<file path="config.mk">
export PLATFORM = sky130hd
export DESIGN_NAME = countdown_timer
export DESIGN_NICKNAME = d
export VERILOG_FILES = /design/src/rtl/risc_pkg.sv /design/src/rtl/countdown_timer.sv
export SDC_FILE = /design/constraint.sdc
export NUM_CORES = 1
export LEC_CHECK = 0
export ABC_AREA = 1
export CAP_MARGIN = 20
export CORE_UTILIZATION = 65
export CTS_CLUSTER_SIZE = 12
export DETAILED_ROUTE_END_ITERATION = 6
export DONT_BUFFER_PORTS = 1
export MAX_ROUTING_LAYER = met4
export PLACE_DENSITY_LB_ADDON = 0.12
export SLEW_MARGIN = 20
export SYNTH_ARGS = -nofsm -noshare
export SYNTH_HDL_FRONTEND = slang
export SYNTH_SLANG_ARGS = --single-unit
</file>
<file path="constraint.sdc">
create_clock -name clk -period 5.03 [get_ports clk]
set_clock_uncertainty 0.15 [all_clocks]
set_input_delay 1.006 -clock clk [delete_from_list [all_inputs] [get_ports clk]]
set_output_delay 1.006 -clock clk [all_outputs]
set_load 0.005 [all_outputs]
</file>
<file path="src/rtl/risc_pkg.sv">
// Shared definitions for the Simple-RISC datapath blocks: timer state
// encoding and the default counter width used by the counting blocks.
package risc_pkg;

    // Default counter width shared by countdown_timer and counterNbits
    localparam int CNT_W = 5;

    // Timer control states; encoding is fixed so other blocks can decode it
    typedef enum logic [1:0] {
        IDLE = 2'b00,
        RUN  = 2'b01,
        DONE = 2'b10
    } timer_state_t;

    // True in the states where the timer owns the count (RUN and DONE)
    function automatic logic state_is_busy(input timer_state_t s);
        return (s == RUN) || (s == DONE);
    endfunction

endpackage

</file>
<file path="src/rtl/countdown_timer.sv">
// Loadable down-counter with start/busy/done handshake and optional
// auto-reload. Counts from a preset to zero, then spends exactly one cycle
// in DONE (done pulse) before idling or reloading. All outputs registered.
module countdown_timer
    import risc_pkg::*;
#(
    parameter int N = CNT_W
) (
    input  logic         clk,
    input  logic         rst,
    input  logic         start,
    input  logic         load,
    input  logic         abort,
    input  logic         en,
    input  logic         auto_reload,
    input  logic [N-1:0] preset,
    output logic [N-1:0] out,
    output logic         busy,
    output logic         done
);

    localparam logic [N-1:0] ZERO = '0;
    localparam logic [N-1:0] ONE  = N'(1);

    timer_state_t state;
    timer_state_t next_state;
    logic [N-1:0] rld;
    logic [N-1:0] out_nxt;
    logic [N-1:0] rld_nxt;
    logic         preset_zero;
    logic         rld_zero;
    logic         out_le_one;

    assign preset_zero = (preset == ZERO);
    assign rld_zero    = (rld == ZERO);
    assign out_le_one  = (out <= ONE);

    // State register
    always_ff @(posedge clk) begin
        if (rst) begin
            state <= IDLE;
        end else begin
            state <= next_state;
        end
    end

    // Next state and next count/reload values, priority abort > load > start > count
    always_comb begin
        next_state = state;
        out_nxt    = out;
        rld_nxt    = rld;
        unique case (state)
            IDLE: begin
                if (abort) begin
                    next_state = IDLE;
                end else if (load) begin
                    out_nxt = preset;
                    rld_nxt = preset;
                end else if (start) begin
                    out_nxt    = preset;
                    rld_nxt    = preset;
                    next_state = preset_zero ? DONE : RUN;
                end
            end
            RUN: begin
                if (abort) begin
                    next_state = IDLE;
                end else if (load) begin
                    out_nxt    = preset;
                    rld_nxt    = preset;
                    next_state = preset_zero ? DONE : RUN;
                end else if (en) begin
                    if (out_le_one) begin
                        out_nxt    = ZERO;
                        next_state = DONE;
                    end else begin
                        out_nxt = out - ONE;
                    end
                end
            end
            DONE: begin
                if (abort) begin
                    next_state = IDLE;
                end else if (auto_reload && !rld_zero) begin
                    out_nxt    = rld;
                    next_state = RUN;
                end else begin
                    next_state = IDLE;
                end
            end
            default: begin
                next_state = IDLE;
            end
        endcase
    end

    // Count, reload value and registered Moore flags follow the next state
    always_ff @(posedge clk) begin
        if (rst) begin
            out  <= ZERO;
            rld  <= ZERO;
            busy <= 1'b0;
            done <= 1'b0;
        end else begin
            out  <= out_nxt;
            rld  <= rld_nxt;
            busy <= state_is_busy(next_state);
            done <= (next_state == DONE);
        end
    end

endmodule

</file>
* Word-level counts from Yosys, hierarchy flattened
Index checks and enable logic that the tools add are counted.
** Word-level totals
- Memory bits (read-only) :: 0
- Register bits after elaboration :: 14
- Input port bits :: 12
- Memory bits (writable) :: 0
- Logic and storage cells :: 52
- Latch bits :: 0
- Memories kept :: 0
- Output and inout port bits :: 7
** Operators by class
- Div/mod/pow operators :: 0
- Mux-type cells :: 24
- Add/sub/neg operators :: 1
- Equality and inequality tests :: 11
- Shifts and indexed selects :: 0
- $mul :: 0
- Reduce and logical (&&, ||, !) cells :: 10
- Bitwise logic cells :: 0
- Magnitude comparators :: 1
** Operators with widths (count)
- $mux 5 :: 11
- $mux 2 :: 8
- $pmux 5 s3 :: 1
- $logic_not 5->1 :: 2
- $ne 2x2->1 const B :: 5
- $pmux 5 s2 :: 1
- $reduce_and 7->1 :: 1
- $ne 3x3->1 const B :: 2
- $pmux 2 s3 :: 1
- $le 5x1->1 const B :: 1
- $reduce_and 5->1 :: 1
- $sub 5x1->5 const B :: 1
- $eq 2x1->1 const B :: 2
- $eq 2x2->1 const B :: 2
- $reduce_bool 3->1 :: 1
- $logic_not 2->1 :: 1
- $mux 1 :: 2
- $reduce_bool 2->1 :: 1
- $logic_and 1x1->1 :: 1
- $logic_not 1->1 :: 1
- $logic_or 1x1->1 :: 1

* Depth between registers and ports, before layout
Gate-level depths: netlist of the first run.
- Depth after elaboration :: 8
- Gate-level depth with buffers :: 13
- Gate-level depth less buffers :: 13

* Worst setup path before layout of the first run
No wires, ideal clock.
- Path type :: input port to flip-flop
- Start :: input load
- End :: register busy
- Buffers on the path :: 1
- Arrival :: 1.889 ns
- Stages :: 9
- Setup slack :: 2.927 ns
- Required time :: 4.816 ns
- Cells stage by stage :: buf_6 nor2_1 nand2_1 nand2_1 a21oi_1 nand2_1 nand2_1 ha_1 nor2_1
** On the way
- Word-level cells in the longest chain between the ends :: 5
** Ends and longest elaborated chain
- start, declared :: line countdown_timer.sv:12 : input logic load,
- $mux 2, on equally long branches :: line countdown_timer.sv:68, countdown_timer.sv:56
- $mux 2, on equally long branches :: line countdown_timer.sv:66, countdown_timer.sv:54
- $pmux 2 s3 * :: line countdown_timer.sv:52 : unique case (state)
- $eq 2x1->1 or $eq 2x2->1 (tied branches) :: line risc_pkg.sv:17 : return (s == RUN) || (s == DONE);
- $logic_or 1x1->1 * :: line risc_pkg.sv:17
- end signal, assigned :: line countdown_timer.sv:107 : busy <= state_is_busy(next_state);
- end, declared :: line countdown_timer.sv:18 : output logic busy,
Mark *: on every way between the ends. The rest lies on a longest branch, timed or not.
A chain may end at the register's enable or synchronous reset.

* Worst setup path after layout of the first run
- Start :: register out[2]
- End :: output out[2]
** RTL lines
- start, declared :: line countdown_timer.sv:17 : output logic [N-1:0] out,
- start signal, assigned :: line countdown_timer.sv:105 : out <= out_nxt;
No word-level cell between the ends.

==> results of run 1 <==
[power groups by stage]
| stage | Combinational [mW] | Clock (mW) | Sequential, mW |
|---|---|---|---|
| final | 0.0774 | 0.0822 | 0.132 |
| after CTS | 0.0774 | 0.0833 | 0.132 |
| after detailed placement | 0.0770 | 0 | 0.134 |
| after floorplan | 0.0654 | 0 | 0.132 |
| after global routing | 0.0898 | 0.0884 | 0.133 |
| after global placement | 0.0741 | 0 | 0.134 |
[Yosys cell counts]
cell type	instances
buf_6	1
o21bai_1	1
dfxtp_1	14
a211oi_1	2
nand3_2	2
a21boi_0	1
o211ai_1	1
o21ai_0	5
nand2_1	59
nor2_1	32
ha_1	7
o21ai_1	1
nor2_4	1
clkinv_4	1
a21oi_1	6
inv_2	2
nor2_2	4
nand2_2	3
nor3_4	1
xor2_1	1
inv_1	19
nand3_1	7
[sequential cells by signal (all words and copies together) (netlist names)]
| name | count |
|---|---|
| out | 5 |
| rld | 5 |
| state | 2 |
| busy | 1 |
| done | 1 |
[per-stage QoR]
| stage | area (um^2) | instances | setup slack (ns) | hold slack [ns] |
|---|---|---|---|---|
| 2_1_floorplan | 1040 | 171 | 2.93 | 0.295 |
| 3_3_place_gp | 1050 | 186 | 2.89 | 0.321 |
| 3_5_place_dp | 1050 | 186 | 2.82 | 0.342 |
| 4_1_cts | 1090 | 190 | 3.10 | 0.355 |
| 5_1_grt | 1090 | 190 | 2.99 | 0.390 |
| 6_report | 1090 | 190 | 3.10 | 0.358 |
[cell usage in the layout (no fill, tap or decap), drive strengths merged]
master / netlist / final
a21boi: 1 / 1
inv: 21 / 21
xor2: 1 / 1
o21bai: 1 / 1
nand2: 62 / 62
dfxtp: 14 / 14
nand3: 9 / 9
ha: 7 / 7
nor2: 37 / 37
clkinv: 1 / 1
a211oi: 2 / 2
o21ai: 6 / 6
o211ai: 1 / 1
a21oi: 6 / 6
nor3: 1 / 1
clkbuf: 0 / 4
[routing by layer]
layer | GRT usage [%] | vias up
li1 | - | 531
met1 | 34.8 | 446
met2 | 53.1 | 26
met3 | 6.90 | 5
met4 | 11.3 | 0
met5 | - | -
[cell type report]
class,instances,share of cell area [%]
well taps,16,1.84
inverters,22,8.06
flip-flops and latches,14,25.8
multi-input cells,134,60.9
clock buffers,4,3.34
[path summary, 6_finish.rpt]
path / start / end / slack (ns)
max: out[2] / out[2] / 3.10
max reg2reg: out[1] / busy / 3.16
min reg2reg: rld[4] / rld[4] / 0.36
min: rld[4] / rld[4] / 0.36
[worst min-delay path: stages, from the launching register on]
cell and delay (ns):
dfxtp_1 0.32, inv_1 0.08, a21oi_1 0.06
[cells by family (layout without fill, tap and decap cells)]
| kind of cell | after synthesis | count (layout) |
|---|---|---|
| AOI/OAI and AO/OA | 17 | 17 |
| and+or+nand+nor | 109 | 109 |
| xor gates and xnor gates | 1 | 1 |
| adders and majority gates | 7 | 7 |
| DFF | 14 | 14 |
| buffers and inverters | 23 | 26 |
==> results.cfg, run 1 <==
[status]
status = complete, no violations

[clocking]
clk_path_buf_depth = 2
cts.sinks = 14
insertion_delay_ns = 0.28
htreeDepth = 1
postCtsSetupRepairBufs = 0
clk_pin_slew_ns = 0.09
cts_root_buf = clkbuf_4
cts_tree = done
cts_buffers = 3
cts_hold_buf = 0
cts-resized-gates = 0

[finish]
final_core_util_pct = 72.1
nets = 194
multi_input_area_um2 = 662
syn2layout_area_growth_pct = 4.33
layout-drive-gt1-share_pct = 10.3
final-seq-area_um2 = 280
nFillCells = 131
n_antenna_cell = 0

[route]
top_layer_used = met4
routed_wl_um = 2230
wl_met2_um = 1140
antenna_left = 0
vias_per_cell = 5.31
drtIter0Drc = 27
vias = 1008
met1_length_um = 953
wl_met3_um = 108
wl_per_cell_um = 11.7
detail_route.first_pass.iterations = 4
route.detailed.drc = 0

[sta]
post-route-min-period_ns = 1.93
period_share_pct = 38.3
setup_tns_ns = 0
setup_violations = 0
finalHoldViolCount = 0
fmax_ghz = 0.519
max_slew.worst_pin.slew_ns = 0.274
slew_violations = 0
rsz0062_at_grt = no
slew_headroom_pct = 81.7

[synth]
synth_fa_ha_area_share_pct = 8.41
synth_area_leaders = dfxtp_1 27%, nand2_1 21%, nor2_1 12%
synthCells = 171
synthMuxAreaShare_pct = 0
synth-compound-area-share_pct = 9.38
synth_area_mm2 = 0.00104
ys_types = 22
synth_top_area_share_pct = 26.9
ys.warnings.count = 0
synth_xor_area_share_pct = 0.841
yosysSeqAreaShare_pct = 26.9
synth_nets = 190
avgSynthCellArea_um2 = 6.09
synth_top_family_by_area = simple AND/OR/NAND/NOR gates
ys_ff_latch = 14
yosysTopAreaCell = dfxtp_1
synthSimpleGateAreaFrac_pct = 45.0

[min_path]
whs_path_depth = 2
worstHoldPathType = reg -> reg

[die]
io_pins = 19
start_util_pct = 69.1
die_x_um = 42.0
coreArea_mm2 = 0.00151
die-area_mm2 = 0.00177
die_h_um = 42.0
num_rows = 14

[run]
maxCapViolCount = 0

[critical_path]
arrival_ns = 0.77
worstPathRequired_ns = 3.87
cp-end-kind = primary output
path_max_fanout = 5
path_depth = 0
crit_path_start_kind = flip-flop
worstRegToRegCells = 12
worst-setup-path-type = reg -> out

[power]
pwr-share-clk_pct = 28.2
total_power_mw = 0.291
comb_power_share_pct = 26.6
swShare_pct = 33.6
power_frac_seq_pct = 45.2
leakage_nw = 0.552
p_switching_mw = 0.0978
vdd_drop_max_mv = 0.168
p_int_mw = 0.193
power_density_mw_per_mm2 = 268

[placement]
place.gp.congestion = 0.890
hpwl_um = 1800
portBuffers = 0

[global_route]
grt_pass1_vias = 1024
grtUsageTotal_pct = 30.7
overflow = 0
antenna_found_initial = 0
grt_pass1_wl_um = 4040
grt_max_degree = 9
Note: power is estimated with default switching activity, not from simulation.
==> run 2: changes to the inputs <==
--- a/config.mk
+++ b/config.mk
@@ -7,7 +7,7 @@
 export LEC_CHECK = 0
 export ABC_AREA = 1
 export CAP_MARGIN = 20
-export CORE_UTILIZATION = 65
+export CORE_UTILIZATION = 55
 export CTS_CLUSTER_SIZE = 12
 export DETAILED_ROUTE_END_ITERATION = 6
 export DONT_BUFFER_PORTS = 1
==> constraint.sdc (replaced) <==
create_clock -name clk -period 1.65 [get_ports clk]
set_clock_uncertainty 0.15 [all_clocks]
set_input_delay 0.33 -clock clk [delete_from_list [all_inputs] [get_ports clk]]
set_output_delay 0.33 -clock clk [all_outputs]
set_load 0.005 [all_outputs]
==> results.cfg, run 2 (synthesized netlist as in run 1, its figures left out) <==
[status]
status = finished with violations
violations = negative hold slack, negative setup slack

[finish]
reg_top3 = out x5, rld x5, state x2
layout_commonest_cell = nand2_1
layout-drive-gt1-share_pct = 32.5
final_cell_mix = 51 x nand2_1, 28 x nor2_1, 16 x inv_1, 16 x buf_4, 10 x dfxtp_1
nets = 212
n_antenna_cell = 0
syn2layout_area_growth_pct = 31.4
final_core_util_pct = 78.4
nFillCells = 125

[critical_path]
path_delay_family = simple AND/OR/NAND/NOR gates
crit_path_cell_trace = buf_6, nor2_4, nor2_2, nor2_2, nand2_2, nand3_2, nand2_1, nand2_1, nand2_1, inv_1, ha_1, nor2_1
arrival_ns = 1.80
crit_slowest_cell = dfxtp_4
crit_path_start_kind = flip-flop
worstPathRequired_ns = 1.74
cp-end-kind = flip-flop
critPathMostFrequentCell = nand2_1
cp_num_buf_inv = 2
slowest_delay_ns = 0.37
path_max_fanout = 3
worst-setup-path-type = reg -> reg

[die]
num_rows = 15
die-area_mm2 = 0.00207
coreArea_mm2 = 0.00175
start_util_pct = 59.6
die_x_um = 45.5
io_pins = 19
die_h_um = 45.5

[global_route]
grt_max_degree = 9
grt_pass1_wl_um = 4200
overflow = 0
antenna_found_initial = 0
grtUsageTotal_pct = 30.6
grt_pass1_vias = 1017

[route]
detail_route.first_pass.iterations = 4
routed_wl_um = 3010
antenna_left = 0
vias = 1159
drtIter0Drc = 51
vias_per_cell = 5.37
route.detailed.drc = 0
wl_per_cell_um = 13.9

[clocking]
cts_buffers = 3
insertion_delay_ns = 0.30
cts.sinks = 14
cts_tree = done
cts_root_buf = clkbuf_4
clk_path_buf_depth = 2
htreeDepth = 1
clk_pin_slew_ns = 0.09

[sta]
setup_violations = 1
hold_ws_ns = -0.0774
max_slew.worst_pin.slew_ns = 0.276
rsz0062_at_grt = yes
post-route-min-period_ns = 1.71
slew_headroom_pct = 81.6
fmax_ghz = 0.585
period_share_pct = 104
layout_setup_ws_ns = -0.0585
setup_tns_ns = -0.0585
finalHoldViolCount = 6
slew_violations = 0

[min_path]
worstHoldPathType = in -> reg

[placement]
hpwl_um = 2020
portBuffers = 0
place.gp.congestion = 0.885

[run]
maxCapViolCount = 0

[power]
power_density_mw_per_mm2 = 705
vdd_drop_max_mv = 0.521
leakage_nw = 0.660
[run 2: metal layers]
layer  routed length (um)  track usage [%]  share of wire, %
met5                    0                -                 0
met4                  111             21.2               3.7
met1                 1130             32.1                38
met2                 1590             49.1                53
met3                  178             8.33               5.9
[run 2: per-stage QoR]
| step | setup slack, ns | area [um^2] | instances | hold WS (ns) | total power, mW |
|---|---|---|---|---|---|
| 6_report | -0.0585 | 1370 | 216 | -0.0774 | 0.964 |
| 5_1_grt | -0.122 | 1370 | 216 | -0.0878 | 1.01 |
| 4_1_cts | -0.0217 | 1240 | 215 | -0.0551 | 0.902 |
| 3_5_place_dp | -0.156 | 1170 | 210 | 0.246 | 0.689 |
| 3_3_place_gp | -0.0795 | 1170 | 210 | 0.245 | 0.679 |
| 2_1_floorplan | 0.0204 | 1040 | 171 | 0.242 | 0.601 |
[run 2: area by class of cell]
type | count | area, um^2 | share of cell area (%)
Multi-Input combinational cell | 134 | 786 | 57.5
Tap cell | 25 | 31.3 | 2.29
Timing Repair Buffer | 18 | 143 | 10.4
Clock buffer | 3 | 22.5 | 1.65
Sequential cell | 14 | 293 | 21.4
Inverter | 22 | 92.6 | 6.77
[run 2: final timing paths]
check,start,to,slack (ns),cells after the start
worst max-delay path,out[0],busy,-0.06,12
worst min-delay path,rst,out[0],-0.08,1
worst max register to register,out[0],busy,-0.06,12
worst min register to register,rld[4],rld[4],0.34,2
[run 2: report_power, final]
group	internal [mW]	switching (mW)
combinational	0.151	0.205
clock	0.0854	0.132
sequential	0.365	0.0257
total	0.602	0.362
[run 2: what timing repair did]
item                                   4_1_cts  5_1_grt
cloned                                       0        0
setup buffers                                2        2
endpoints found under the hold margin        6        6
setup endpoints to repair                    7        9
gates resized for setup                     14       30
pin swaps                                    8        9
